**config.mk**
```make
export PLATFORM = sky130hd
export DESIGN_NAME = muldiv_sequencer
export DESIGN_NICKNAME = d
export VERILOG_FILES = /design/src/rtl/muldiv_pkg.sv /design/src/rtl/muldiv_step.sv /design/src/rtl/muldiv_sequencer.sv
export SDC_FILE = /design/constraint.sdc
export NUM_CORES = 1
export LEC_CHECK = 0
export CORE_AREA = 2 2 159 161
export CTS_CLUSTER_DIAMETER = 60
export CTS_CLUSTER_SIZE = 12
export DETAILED_ROUTE_END_ITERATION = 8
export DIE_AREA = 0 0 161 163
export HOLD_SLACK_MARGIN = 0.02
export PLACE_DENSITY = 0.74
export REMOVE_ABC_BUFFERS = 1
export SETUP_SLACK_MARGIN = 0.4
export SLEW_MARGIN = 20
export SYNTH_ARGS = -nofsm -noshare
export SYNTH_HDL_FRONTEND = slang
export SYNTH_SLANG_ARGS = --single-unit
```
**constraint.sdc**
```tcl
create_clock -name clk -period 6.4 [get_ports clk]
set_input_delay 0.64 -clock clk [delete_from_list [all_inputs] [get_ports clk]]
set_output_delay 0.64 -clock clk [all_outputs]
set_load 0.01 [all_outputs]
```
**src/rtl/muldiv_pkg.sv**
```systemverilog
// Shared ALU encodings plus the types used by the multi-cycle multiply/divide sequencer.
package muldiv_pkg;

    localparam logic [3:0] ALU_ADD  = 4'b0000;
    localparam logic [3:0] ALU_SUB  = 4'b0001;
    localparam logic [3:0] ALU_AND  = 4'b0010;
    localparam logic [3:0] ALU_OR   = 4'b0011;
    localparam logic [3:0] ALU_XOR  = 4'b0100;
    localparam logic [3:0] ALU_SLL  = 4'b0101;
    localparam logic [3:0] ALU_SRL  = 4'b0110;
    localparam logic [3:0] ALU_SRA  = 4'b0111;
    localparam logic [3:0] ALU_SLT  = 4'b1000;
    localparam logic [3:0] ALU_SLTU = 4'b1001;
    localparam logic [3:0] ALU_LUI  = 4'b1010;
    localparam logic [3:0] ALU_MUL  = 4'b1110;
    localparam logic [3:0] ALU_DIV  = 4'b1111;

    typedef enum logic [1:0] {
        IDLE,
        RUN,
        DONE
    } muldiv_state_t;

    typedef enum logic {
        OP_MUL,
        OP_DIV
    } muldiv_op_t;

    function automatic logic is_muldiv(input logic [3:0] op);
        return (op == ALU_MUL) || (op == ALU_DIV);
    endfunction

endpackage

```
**src/rtl/muldiv_step.sv**
```systemverilog
// One combinational iteration of the shift-add multiplier or the restoring divider.
module muldiv_step
    import muldiv_pkg::*;
#(
    parameter int XLEN = 32
) (
    input  muldiv_op_t       op,
    input  logic [XLEN-1:0]  acc_rem,
    input  logic [XLEN-1:0]  mcand_dvsr,
    input  logic [XLEN-1:0]  mplier_dvnd,
    output logic [XLEN-1:0]  acc_rem_next,
    output logic [XLEN-1:0]  mcand_dvsr_next,
    output logic [XLEN-1:0]  mplier_dvnd_next,
    output logic             q_bit
);

    logic [XLEN:0] rem_shift;

    // NOTE: every output gets a default first so no path through the branches can infer a latch.
    always_comb begin
        acc_rem_next     = acc_rem;
        mcand_dvsr_next  = mcand_dvsr;
        mplier_dvnd_next = mplier_dvnd;
        q_bit            = 1'b0;
        rem_shift        = {acc_rem, mplier_dvnd[XLEN-1]};

        if (op == OP_MUL) begin
            if (mplier_dvnd[0]) begin
                acc_rem_next = acc_rem + mcand_dvsr;
            end
            mcand_dvsr_next  = {mcand_dvsr[XLEN-2:0], 1'b0};
            mplier_dvnd_next = {1'b0, mplier_dvnd[XLEN-1:1]};
        end else begin
            // Remainder stays below the divisor, so the true difference always fits in XLEN bits.
            if (rem_shift >= {1'b0, mcand_dvsr}) begin
                acc_rem_next = rem_shift[XLEN-1:0] - mcand_dvsr;
                q_bit        = 1'b1;
            end else begin
                acc_rem_next = rem_shift[XLEN-1:0];
            end
            // Dividend bits leave at the top while quotient bits fill in from the bottom.
            mplier_dvnd_next = {mplier_dvnd[XLEN-2:0], q_bit};
        end
    end

endmodule

```
**src/rtl/muldiv_sequencer.sv**
```systemverilog
// EX-stage multi-cycle MUL/DIV sequencer: stalls the pipeline for XLEN iterations, then presents a one-cycle result.
module muldiv_sequencer
    import muldiv_pkg::*;
#(
    parameter int XLEN = 32
) (
    input  logic             clk,
    input  logic             reset,
    input  logic             start,
    input  logic [3:0]       alu_op,
    input  logic [XLEN-1:0]  operand_a,
    input  logic [XLEN-1:0]  operand_b,
    input  logic             flush,
    output logic             stall,
    output logic             busy,
    output logic             result_valid,
    output logic [XLEN-1:0]  result
);

    localparam int                CNT_W     = $clog2(XLEN);
    localparam logic [CNT_W-1:0]  LAST_STEP = CNT_W'(XLEN - 1);
    localparam logic [XLEN-1:0]   MOST_NEG  = {1'b1, {(XLEN-1){1'b0}}};

    muldiv_state_t    state, state_next;
    muldiv_op_t       op_q, op_in;
    logic [CNT_W-1:0] count;
    logic [XLEN-1:0]  acc_rem, mcand_dvsr, mplier_dvnd;
    logic             neg_q;

    logic             accept, div_by_zero, div_overflow, div_special, last_step;
    logic [XLEN-1:0]  abs_a, abs_b, quotient, run_result, special_result;
    logic [XLEN-1:0]  step_acc_rem, step_mcand_dvsr, step_mplier_dvnd;
    logic             step_q_bit;

    muldiv_step #(.XLEN(XLEN)) u_step (
        .op               (op_q),
        .acc_rem          (acc_rem),
        .mcand_dvsr       (mcand_dvsr),
        .mplier_dvnd      (mplier_dvnd),
        .acc_rem_next     (step_acc_rem),
        .mcand_dvsr_next  (step_mcand_dvsr),
        .mplier_dvnd_next (step_mplier_dvnd),
        .q_bit            (step_q_bit)
    );

    assign op_in          = (alu_op == ALU_DIV) ? OP_DIV : OP_MUL;
    assign accept         = start && is_muldiv(alu_op) && !flush;
    assign div_by_zero    = (operand_b == '0);
    assign div_overflow   = (operand_a == MOST_NEG) && (operand_b == '1);
    assign div_special    = (op_in == OP_DIV) && (div_by_zero || div_overflow);
    assign special_result = div_by_zero ? '1 : MOST_NEG;
    assign abs_a          = operand_a[XLEN-1] ? -operand_a : operand_a;
    assign abs_b          = operand_b[XLEN-1] ? -operand_b : operand_b;
    assign last_step      = (count == LAST_STEP);

    // The final quotient is the dividend register after this cycle's shift.
    assign quotient   = {mplier_dvnd[XLEN-2:0], step_q_bit};
    assign run_result = (op_q == OP_DIV) ? (neg_q ? -quotient : quotient) : step_acc_rem;

    always_comb begin
        state_next = state;
        unique case (state)
            IDLE: begin
                if (accept) begin
                    state_next = div_special ? DONE : RUN;
                end
            end
            RUN: begin
                if (last_step) begin
                    state_next = DONE;
                end
            end
            DONE:    state_next = IDLE;
            default: state_next = IDLE;
        endcase
        if (flush) begin
            state_next = IDLE;
        end
    end

    // Gated by reset so an asynchronous abort drops the stall even while start is still held.
    assign stall = !reset && (((state == IDLE) && accept) || (state == RUN));

    // NOTE: sequential state uses non-blocking assignments so every register samples pre-edge values.
    always_ff @(posedge clk or posedge reset) begin
        if (reset) begin
            state        <= IDLE;
            op_q         <= OP_MUL;
            count        <= '0;
            acc_rem      <= '0;
            mcand_dvsr   <= '0;
            mplier_dvnd  <= '0;
            neg_q        <= 1'b0;
            busy         <= 1'b0;
            result_valid <= 1'b0;
            result       <= '0;
        end else begin
            state        <= state_next;
            busy         <= (state_next != IDLE);
            result_valid <= 1'b0;

            unique case (state)
                IDLE: begin
                    if (accept) begin
                        op_q    <= op_in;
                        count   <= '0;
                        acc_rem <= '0;
                        if (op_in == OP_DIV) begin
                            mcand_dvsr  <= abs_b;
                            mplier_dvnd <= abs_a;
                            neg_q       <= operand_a[XLEN-1] ^ operand_b[XLEN-1];
                        end else begin
                            mcand_dvsr  <= operand_a;
                            mplier_dvnd <= operand_b;
                            neg_q       <= 1'b0;
                        end
                        if (div_special) begin
                            result       <= special_result;
                            result_valid <= 1'b1;
                        end
                    end
                end
                RUN: begin
                    acc_rem     <= step_acc_rem;
                    mcand_dvsr  <= step_mcand_dvsr;
                    mplier_dvnd <= step_mplier_dvnd;
                    count       <= count + 1'b1;
                    if (last_step && !flush) begin
                        result       <= run_result;
                        result_valid <= 1'b1;
                    end
                end
                default: ;
            endcase
        end
    end

endmodule

```
* After elaboration in Yosys (flattened, before gate mapping) *
Cells that the tools add are included.

word-level totals
  register bits after elaboration = 139
  input port bits = 72
  output and inout port bits = 35
  word-level logic and storage cells = 85

operators by class
  add/subtract/negate cells = 6
  order comparisons = 1
  eq/ne operators = 10
  muxes and demuxes = 37
  bitwise logic cells = 1
  reduce and logical (&&, ||, !) cells = 20

operators by type and width
  cell                    number
  $mux W32                17
  $pmux W32 S2            4
  $neg A32 Y32            3
  $eq A32 B32 Y1 const B  2
  $ge A33 B32 Y1          1
  $add A32 B32 Y32        1
  $logic_not A32 Y1       1
  $sub A32 B32 Y32        1
  $mux W31                1
  $pmux W5 S2             1
  $eq A4 B4 Y1 const B    2
  $mux W2                 4
  $logic_and A1 B1 Y1     7
  $mux W1                 7
  $ne A2 B2 Y1 const B    3
  $add A5 B1 Y5 const B   1
  $eq A5 B5 Y1 const B    1
  $mux W5                 1
  $pmux W2 S2             1
  $reduce_and A2 Y1       2
  $reduce_and A4 Y1       1
  $reduce_bool A2 Y1      2
  $logic_or A1 B1 Y1      3
  $reduce_and A3 Y1       1
  other kinds (6)         7

* Longest topological paths before layout *
Gate-level depths: netlist of run 1.

  depth after elaboration = 9
  mapped depth = 19
  depth with buffers taken out = 17

* By module *
A second synthesis of run 1 with hierarchy kept.

second synthesis, totals
  cell total of the unflattened synthesis = 1806
  area total of the unflattened synthesis = 14248.7 sq um

modules (own cells, without submodules)
  module            instances  cells an instance  area an instance (sq um)
  muldiv_sequencer  1          1024               9028.7
  muldiv_step       1          782                5220.0

* Least setup slack after synthesis of run 1 *
Ideal clock, no wire load.

  path kind = reg2reg
  start = register acc_rem[19]
  end = register result[28]
  setup time = 104 ps
  arrival time = 4034 ps
  setup slack = 2262 ps
  cell stages (with the launch flop) = 18
  period minus slack after synthesis = 4138 ps
  cells stage by stage = dfrtp_1 -> ha_1 -> clkbuf_1 -> a211o_1 -> o21bai_1 -> a31oi_1 -> nand4_1 -> a211oi_1 -> or3_1 -> clkbuf_1 -> ha_1 -> and3_1 -> nand3_1 -> or4_1 -> o31ai_1 -> xnor2_1 -> nor2_1 -> a221oi_1

on the way
  word-level cells in the longest chain between the ends = 8

ends and longest elaborated chain
  what                    line                     text
  from (decl)             muldiv_sequencer.sv:27   logic [XLEN-1:0] acc_rem, mcand_dvsr, mplier_dvnd;
  from (signal assigned)  muldiv_sequencer.sv:124  acc_rem <= step_acc_rem;
  $ge A33 B32 Y1          muldiv_step.sv:35        if (rem_shift >= {1'b0, mcand_dvsr}) begin
  $mux W1                 muldiv_step.sv:35
  $mux W1                 muldiv_step.sv:27        if (op == OP_MUL) begin
  $neg A32 Y32            muldiv_sequencer.sv:58   assign run_result = (op_q == OP_DIV) ? (neg_q ? -quotient : quotient) : step_acc_rem;
  $mux W32                muldiv_sequencer.sv:58
  $mux W32 *              muldiv_sequencer.sv:58
  $mux W32 *              muldiv_sequencer.sv:128  if (last_step && !flush) begin
  $pmux W32 S2 *          muldiv_sequencer.sv:102  unique case (state)
  to (signal assigned)    muldiv_sequencer.sv:118  result <= special_result;
  to (signal assigned)    muldiv_sequencer.sv:129  result <= run_result;
  to (decl)               muldiv_sequencer.sv:17   output logic [XLEN-1:0] result

Every way passes the cells marked *; elsewhere a longest branch is shown, timed or not. The select of a mux whose other input is x is not followed.
A chain may end at the register's enable or synchronous reset.

* Final worst setup path of run 1 *
  start = register acc_rem[9]
  end = register result[26]

The elaborated chain is that of the path after synthesis.

==> impl_metrics.ini, run 1 <==
[synthesis]
ys_ff_latch = 139
netlist_top_cells_area = dfrtp_1 27%, a211oi_1 7.0%, ha_1 6.6%
syn_avg_cell_area_um2 = 7.893
netlist_area_um2 = 13040
yosys.area.top_type_share = 0.2668
yosysSeqAreaShare = 0.2668
synthCells = 1652
synth_cell_types = 76
synth_ff_type = dfrtp_1
synth_edf_count = 0
synth_top_cells_by_count = 148 x nor2_1, 139 x dfrtp_1, 137 x nand2_1
synth.most_common_cell = nor2_1
async_flop_share = 1.000
ys_warn_count = 0
yosys.area.top_type = dfrtp_1

[sta]
hold_viol = 0
setup_viol = 0
skew_ps = 14.07
slew_headroom = 0.2742
rsz0062_at_grt = false
finalWorstSetupSlack_ps = 1574
maxSlewViolCount = 0
worst-slew-pin-transition_ps = 1089
fin_tns_setup_ps = 0
fin_crit_sh = 0.7541
fin_crit_ps = 4826
fmax_mhz = 207.2
holdWs_ps = 500.4

[worst_setup_path]
end_kind = flop
crit_chain = ha_1 > a211oi_1 > o211ai_1 > a21boi_0 > nand4_1 > a211oi_1 > or3_1 > ha_1 > and3_1 > nand3_1 > or4_1 > o41ai_2 > xor2_1 > nand2_1 > o211ai_1 > a21oi_1
reg2reg_depth = 16
crit_fanout = 7
crit_type = reg -> reg
slowest_delay_ps = 560
crit_arrival_ps = 5120
critical_path_buf_inv_count = 0
cp-start-kind = flop
cp_data_required_time_ps = 6700
cp_num_cells = 16
crit_family = compound AO/OA/AOI/OAI gates
slowest_stage = or4_1

[global_routing]
globalRouteOverflowTotal = 0
grt_pass1_vias = 12273
track_usage = 0.3343
grt_antenna_before_repair = 0
grt_start_max_net_pins = 95
grt_first_pass_wirelength_um = 68770

[clock_tree]
cts_made_buffers = 17
clk_pin_slew_ps = 70
cts_htree_levels = 4
postCtsResizedCells = 0
cts_hold_buf = 0
cts_root_buf = clkbuf_16
clk_path_buf_depth = 2
cts_tree = yes
post-cts-setup-buffers = 0
clock-sinks = 139
clock_latency_ps = 440

[placement]
portBuffers = 106
dpl.hpwl_um = 32330
pre_cts_slack_ps = 1689
gp_congestion = 0.9946

[die]
dieArea_um2 = 26240
start_util = 0.5284
die_w_um = 161
die_h_um = 163
core_um2 = 24670
row_count = 58
ioPinCount = 107

[routing]
drc = 0
dr.max_layer_used = met4
wl_met3_um = 4033
num_vias = 13326
routed_via_density = 6.577
wl_met2_um = 19500
drt_iter0_markers = 1226
wl_met1_um = 19290
routedWlPerCell_um = 21.83
drt_pre_antenna_iters = 5
drtAntennaViolNets = 0
totalWireLength_um = 44220

[pwr]
peakVddDrop_uv = 226.4
pwr-share-comb = 0.569
p_sw_w = 0.002871
pwr-share-clk = 0.171
leakagePower_nw = 6.104
power-per-cell-area_nw_per_um2 = 397.4
seqPwrFrac = 0.259
p_int_w = 0.003011
switching_share = 0.4881

[hold_path]
min_path_type = reg -> reg
hold_path_depth = 2

[layout]
nets = 1826
layout-drive-gt1-share = 0.04540
syn2layout_area_growth_pct = 13.53
antenna_cells = 0
fin_util = 0.5999

[run_status]
outcome = complete, no violations

[run]
drv_cap = 0
-- worst paths after layout --
path / start / end / slack (ps)
setup / recovery: acc_rem[9] / result[26] / 1570
setup reg to reg: acc_rem[9] / result[26] / 1570
max in group asynchronous: reset / op_q / 4350
hold reg to reg: result[16] / result[16] / 500
hold / removal: result[16] / result[16] / 500
min in group asynchronous: reset / result[10] / 800
-- kinds of logic (layout without fill, tap and decap cells) --
group	Yosys count	in the layout	synth area share
AOI/OAI and AO/OA	600	600	0.3102
and+or+nand+nor	490	490	0.1769
buffers and inverters	175	219	0.05335
DFF	139	139	0.2668
xor gates and xnor gates	132	132	0.08867
adders and majority gates	71	71	0.06928
muxes	45	45	0.03483
-- area by class of cell --
cell class	count	area, um2
Sequential cell	139	3482
Fill cell	2251	9871
Timing Repair Buffer	125	1204
Clock inverter	14	138.9
Inverter	62	237.7
Clock buffer	18	439.2
Multi-Input combinational cell	1338	8889
Tap cell	330	412.9
-- metrics by stage --
step           instance area (um2)  total power [W]  cells
3_5_place_dp                 14220         0.004766   1994
4_1_cts                      14800         0.005787   2026
3_3_place_gp                 14220         0.004719   1994
5_1_grt                      14800         0.006287   2026
6_report                     14800         0.005882   2026
2_1_floorplan                12580         0.003859   1539
-- worst reg2reg max path: stages (launching register included) --
cell and delay [ps]:
dfrtp_1 430, ha_1 400, a211oi_1 290, o211ai_1 170, a21boi_0 350, nand4_1 190
a211oi_1 510, or3_1 400, ha_1 300, and3_1 190, nand3_1 130, or4_1 560
o41ai_2 270, xor2_1 170, nand2_1 80, o211ai_1 140, a21oi_1 100
-- metal layers --
metal,vias up,track usage
met5,-,0
met3,96,0.05526
met4,0,0.1157
met1,6366,0.4783
met2,630,0.5131
li1,6234,-
-- power by group through the flow --
stage / Clock [W] / Combinational, W / Sequential, W
6_report: 0.00101 / 0.00335 / 0.00153
5_1_grt: 0.00104 / 0.00368 / 0.00156
4_1_cts: 0.00100 / 0.00327 / 0.00151
3_5_place_dp: 0 / 0.00324 / 0.00152
3_3_place_gp: 0 / 0.00320 / 0.00152
2_1_floorplan: 0 / 0.00242 / 0.00144
-- placed cells by master, fill, tap and decap left out, types with 29 or more instances in the layout --
master           Yosys  layout
clkdlybuf4s50_1      0     106
a21o_1              29      29
o31ai_1             30      30
dfrtp_1            139     138
inv_1               60      59
mux2i_1             42      42
a211oi_1           122     122
xor2_1              90      90
o21ai_0            115     115
ha_1                69      69
a21oi_1            130     129
nor2_1             148     147
nand3_1             43      43
xnor2_1             42      42
nand2_1            137     137
nor3_1              40      40
-- state kept, by name, indices dropped and copies added, names as in the netlist, 2 cells and up --
name and flops:
state 2, acc_rem 32, mplier_dvnd 32, mcand_dvsr 32, result 32, count 5
Power figures use the tool's default switching activity.
==> run 2: changes to the inputs <==
--- a/config.mk
+++ b/config.mk
@@ -11,7 +11,7 @@
 export DETAILED_ROUTE_END_ITERATION = 8
 export DIE_AREA = 0 0 161 163
 export HOLD_SLACK_MARGIN = 0.02
-export PLACE_DENSITY = 0.74
+export PLACE_DENSITY = 0.77
 export REMOVE_ABC_BUFFERS = 1
 export SETUP_SLACK_MARGIN = 0.4
 export SLEW_MARGIN = 20
==> constraint.sdc (replaced) <==
create_clock -name clk -period 3.9 [get_ports clk]
set_input_delay 0.39 -clock clk [delete_from_list [all_inputs] [get_ports clk]]
set_output_delay 0.39 -clock clk [all_outputs]
set_load 0.01 [all_outputs]
==> impl_metrics.ini, run 2 (synthesis gave the netlist of run 1 again) <==
[layout]
syn2layout_area_growth_pct = 29.26
final_cell_mix = 144 x nor2_1, 140 x buf_4, 135 x dfrtp_1
final_common_cell = nor2_1
nets = 1963
antenna_cells = 0
layout-drive-gt1-share = 0.1784
final_cells = 2163
post-route-cell-area_um2 = 16850

[hold_path]
min_path_type = in -> async

[pwr]
pwr-share-clk = 0.157
seqPwrFrac = 0.215
pwr-share-comb = 0.628
peakVddDrop_uv = 415.8
p_int_w = 0.006033
p_total_w = 0.01140
switching_share = 0.4707
power-per-cell-area_nw_per_um2 = 676.2
leakagePower_nw = 6.911
p_sw_w = 0.005364

[sta]
skew_ps = 9.611
finalWorstSetupSlack_ps = -7.008
fmax_mhz = 256.0
maxSlewViolCount = 0
setup_viol = 1
worst-slew-pin-transition_ps = 1051
fin_crit_ps = 3907
slew_headroom = 0.2905
holdWs_ps = 477.1
hold_viol = 0
rsz0062_at_grt = true
fin_crit_sh = 1.002

[placement]
dp_cells = 2093
dpl.hpwl_um = 34180
post_dp_cell_area_um2 = 15020
gp_congestion = 0.9828
portBuffers = 106

[worst_setup_path]
cp-start-kind = flop
slowest_stage = or4_4
r2r_start = mcand_dvsr[20]
crit_family = compound AO/OA/AOI/OAI gates
reg2reg_depth = 17
crit_arrival_ps = 4270
crit_type = reg -> reg
cp_data_required_time_ps = 4270
end_kind = flop
regToRegSetupSlack_ps = -7
crit_fanout = 3
path_common_cell = ha_4
slowest_delay_ps = 480
critical_path_buf_inv_count = 2
crit_chain = inv_2 > ha_4 > a211o_1 > o21bai_4 > a31oi_4 > nand4_1 > a211oi_2 > or3_4 > ha_4 > and3_4 > nand3_4 > or4_4 > buf_4 > o21ai_0 > xnor2_1 > o221ai_1 > a21oi_1
r2r-end = result[30]

[global_routing]
grt_busiest_layer = met2
globalRouteOverflowTotal = 0
grt_util_met2 = 0.5572
met1_usage = 0.4719
grt_first_pass_wirelength_um = 72500
track_usage = 0.3506
grt_pass1_vias = 13142
grt_antenna_before_repair = 0
use_met3 = 0.08174
grt_start_max_net_pins = 85

[routing]
drt_pre_antenna_iters = 6
drtAntennaViolNets = 0
drc = 0
totalWireLength_um = 48050
drt_iter0_markers = 1620
routed_via_density = 6.576
num_vias = 14223
routedWlPerCell_um = 22.22

[clock_tree]
clk_pin_slew_ps = 70
clk_path_buf_depth = 2
cts_htree_levels = 4
clock-sinks = 139
cts_root_buf = clkbuf_16
clock_latency_ps = 440
cts_tree = yes
cts_hold_buf = 0
cts_made_buffers = 17

[die]
die_h_um = 163
ioPinCount = 107
start_util = 0.5284
die_w_um = 161
core_um2 = 24670
dieArea_um2 = 26240
row_count = 58

[run]
drv_cap = 0

[run_status]
outcome = finished with violations
violations = negative setup slack
run 2: cell count changes in the layout (fill, tap and decap cells not counted), moves of 11 or more:
cell     delta
ha_4       +20
o21ai_0    -11
buf_6      +11
ha_1       -21
buf_4     +121
run 2: cell type report:
cell class	instances	area (um2)
Tap cell	330	412.9
Clock inverter	15	206.4
Timing Repair Buffer	262	2336
Fill cell	1949	7820
Multi-Input combinational cell	1338	9749
Inverter	62	237.7
Sequential cell	139	3486
Clock buffer	17	425.4
run 2: per-layer routing:
layer / up-vias / part of all wire
met4: 0 / 0.033
met5: - / 0
li1: 6499 / -
met1: 6836 / 0.41
met2: 753 / 0.45
met3: 135 / 0.10
run 2: worst max-delay path by stage:
stage          cells after the start              to      startpoint  slack [ps]
3_5_place_dp                      16      result[28]      acc_rem[9]         -20
2_1_floorplan                      4  mcand_dvsr[31]        state[1]       -5780
4_1_cts                           17      result[26]  mcand_dvsr[20]          80
6_report                          17      result[30]  mcand_dvsr[20]          -7
3_3_place_gp                      16      result[28]  mcand_dvsr[20]          60
5_1_grt                           18      result[30]  mcand_dvsr[11]        -100
run 2: power by group through the flow:
stage          registers (W)  clock network [W]  logic [W]
2_1_floorplan        0.00237                  0    0.00397
3_3_place_gp         0.00234                  0    0.00590
3_5_place_dp         0.00236                  0    0.00598
4_1_cts              0.00235            0.00179    0.00618
5_1_grt              0.00250            0.00185    0.00769
6_report             0.00245            0.00179    0.00716
run 2: repair_timing:
item / 4_1_cts / 5_1_grt
resized for setup: 30 / 144
pin swaps: 13 / 50
endpoints found under the setup margin: 14 / 42
setup buffers: 6 / 32
run 2: metrics by stage:
step           setup WS [ps]  TNS [ps]  utilization
5_1_grt               -104.9    -230.6       0.6831
6_report              -7.008    -7.008       0.6831
2_1_floorplan          -5781   -556930            -
3_3_place_gp           58.17         0       0.6087
3_5_place_dp          -19.76    -19.76       0.6087
4_1_cts                84.64         0       0.6424
==> run 3: changes to the inputs <==
--- a/config.mk
+++ b/config.mk
@@ -13,7 +13,6 @@
 export HOLD_SLACK_MARGIN = 0.02
 export PLACE_DENSITY = 0.77
 export REMOVE_ABC_BUFFERS = 1
-export SETUP_SLACK_MARGIN = 0.4
 export SLEW_MARGIN = 20
 export SYNTH_ARGS = -nofsm -noshare
 export SYNTH_HDL_FRONTEND = slang
==> impl_metrics.ini, run 3 (synthesis gave the netlist of run 1 again) <==
[run_status]
outcome = finished with violations
violations = negative setup slack

[routing]
drt_pre_antenna_iters = 5
totalWireLength_um = 46190
drtAntennaViolNets = 0
drt_iter0_markers = 1408
drc = 0
routed_via_density = 6.490
num_vias = 13857
routedWlPerCell_um = 21.64

[placement]
portBuffers = 106
post_dp_cell_area_um2 = 15020
gp_congestion = 0.9828
dpl.hpwl_um = 34180
dp_cells = 2093

[run]
drv_cap = 0

[worst_setup_path]
r2r-end = result[26]
end_kind = flop
r2r_start = mcand_dvsr[20]
crit_type = reg -> reg
path_common_cell = ha_4
cp_num_cells = 17
crit_arrival_ps = 4230
slowest_stage = or4_4
slowest_delay_ps = 620
crit_chain = inv_2 > ha_4 > a211o_1 > o21bai_4 > a31oi_4 > nand4_1 > a211oi_2 > or3_4 > ha_4 > and3_4 > nand3_4 > or4_4 > o41ai_4 > xor2_1 > nand2_1 > o211ai_1 > a21oi_1
regToRegSetupSlack_ps = -10
cp_data_required_time_ps = 4220
crit_family = compound AO/OA/AOI/OAI gates
crit_fanout = 4
cp-start-kind = flop
reg2reg_depth = 17
critical_path_buf_inv_count = 1

[clock_tree]
clk_pin_slew_ps = 70
clock_latency_ps = 440
clock-sinks = 139
clk_path_buf_depth = 2
cts_htree_levels = 4
cts_hold_buf = 0
cts_made_buffers = 17
cts_tree = yes
cts_root_buf = clkbuf_16

[sta]
fin_crit_sh = 1.004
slew_headroom = 0.3408
setup_viol = 1
worst-slew-pin-transition_ps = 985.2
rsz0062_at_grt = true
hold_viol = 0
holdWs_ps = 471.6
fmax_mhz = 255.5
fin_crit_ps = 3914
maxSlewViolCount = 0
finalWorstSetupSlack_ps = -14.29
fin_tns_setup_ps = -14.29
skew_ps = 8.605

[global_routing]
grt_first_pass_wirelength_um = 72070
track_usage = 0.3486
grt_pass1_vias = 13092
globalRouteOverflowTotal = 0
grt_start_max_net_pins = 85
grt_antenna_before_repair = 0

[die]
row_count = 58
die_h_um = 163
core_um2 = 24670
die_w_um = 161
start_util = 0.5284
ioPinCount = 107
dieArea_um2 = 26240

[layout]
syn2layout_area_growth_pct = 22.83
post-route-cell-area_um2 = 16020
multiInputGateArea_um2 = 9176
antenna_cells = 0
final_cell_mix = 147 x nor2_1, 136 x nand2_1, 136 x dfrtp_1
fillerInstances = 2103
regArea_um2 = 3485
final_common_cell = nor2_1
final_cells = 2135
nets = 1935
layout-drive-gt1-share = 0.1263

[pwr]
p_total_w = 0.01063
leakagePower_nw = 6.657
power-per-cell-area_nw_per_um2 = 664.0
peakVddDrop_uv = 384.2

[hold_path]
min_path_type = in -> async
-- run 3: cell count changes in the layout (fill, tap and decap cells not counted), sizes merged --
cell	change
buf	-28
-- run 3: layout make-up --
cell class / count / share of cell area
Tap cell: 330 / 0.02578
Sequential cell: 139 / 0.2176
Timing Repair Buffer: 234 / 0.1294
Inverter: 62 / 0.01484
Multi-Input combinational cell: 1338 / 0.5730
Clock buffer: 17 / 0.02656
Clock inverter: 15 / 0.01289
-- run 3: what timing repair did --
action / CTS / global route
gates resized for setup: 5 / 52
pin swaps: 1 / 23
setup endpoints to repair: 4 / 12
buffers inserted: 1 / 9
-- run 3: report_power, final --
group	switching, W	leakage, nW	internal (W)
clock network	0.000751	0.308	0.00104
logic	0.00368	4.63	0.00278
registers	0.000540	1.72	0.00185
-- run 3: layer usage --
metal	GRT usage	share of wire	vias to the layer above
met5	0	0	-
met1	0.4699	0.42	6657
li1	-	-	6448
met2	0.5519	0.45	644
met3	0.08429	0.10	108
met4	0.1144	0.030	0
-- run 3: worst max path at each step --
| stage | start | endpoint | slack (ps) |
|---|---|---|---|
| 2_1_floorplan | state[1] | mcand_dvsr[31] | -5780 |
| 3_3_place_gp | mcand_dvsr[20] | result[28] | 60 |
| 3_5_place_dp | acc_rem[9] | result[28] | -20 |
| 4_1_cts | acc_rem[9] | result[28] | -30 |
| 5_1_grt | mcand_dvsr[12] | result[26] | -200 |
| 6_report | mcand_dvsr[20] | result[26] | -10 |
-- run 3: stage by stage --
| step | worst slack [ps] | util |
|---|---|---|
| 2_1_floorplan | -5781 | - |
| 3_3_place_gp | 58.17 | 0.6087 |
| 3_5_place_dp | -19.76 | 0.6087 |
| 4_1_cts | -33.54 | 0.6355 |
| 5_1_grt | -197.7 | 0.6491 |
| 6_report | -14.29 | 0.6491 |
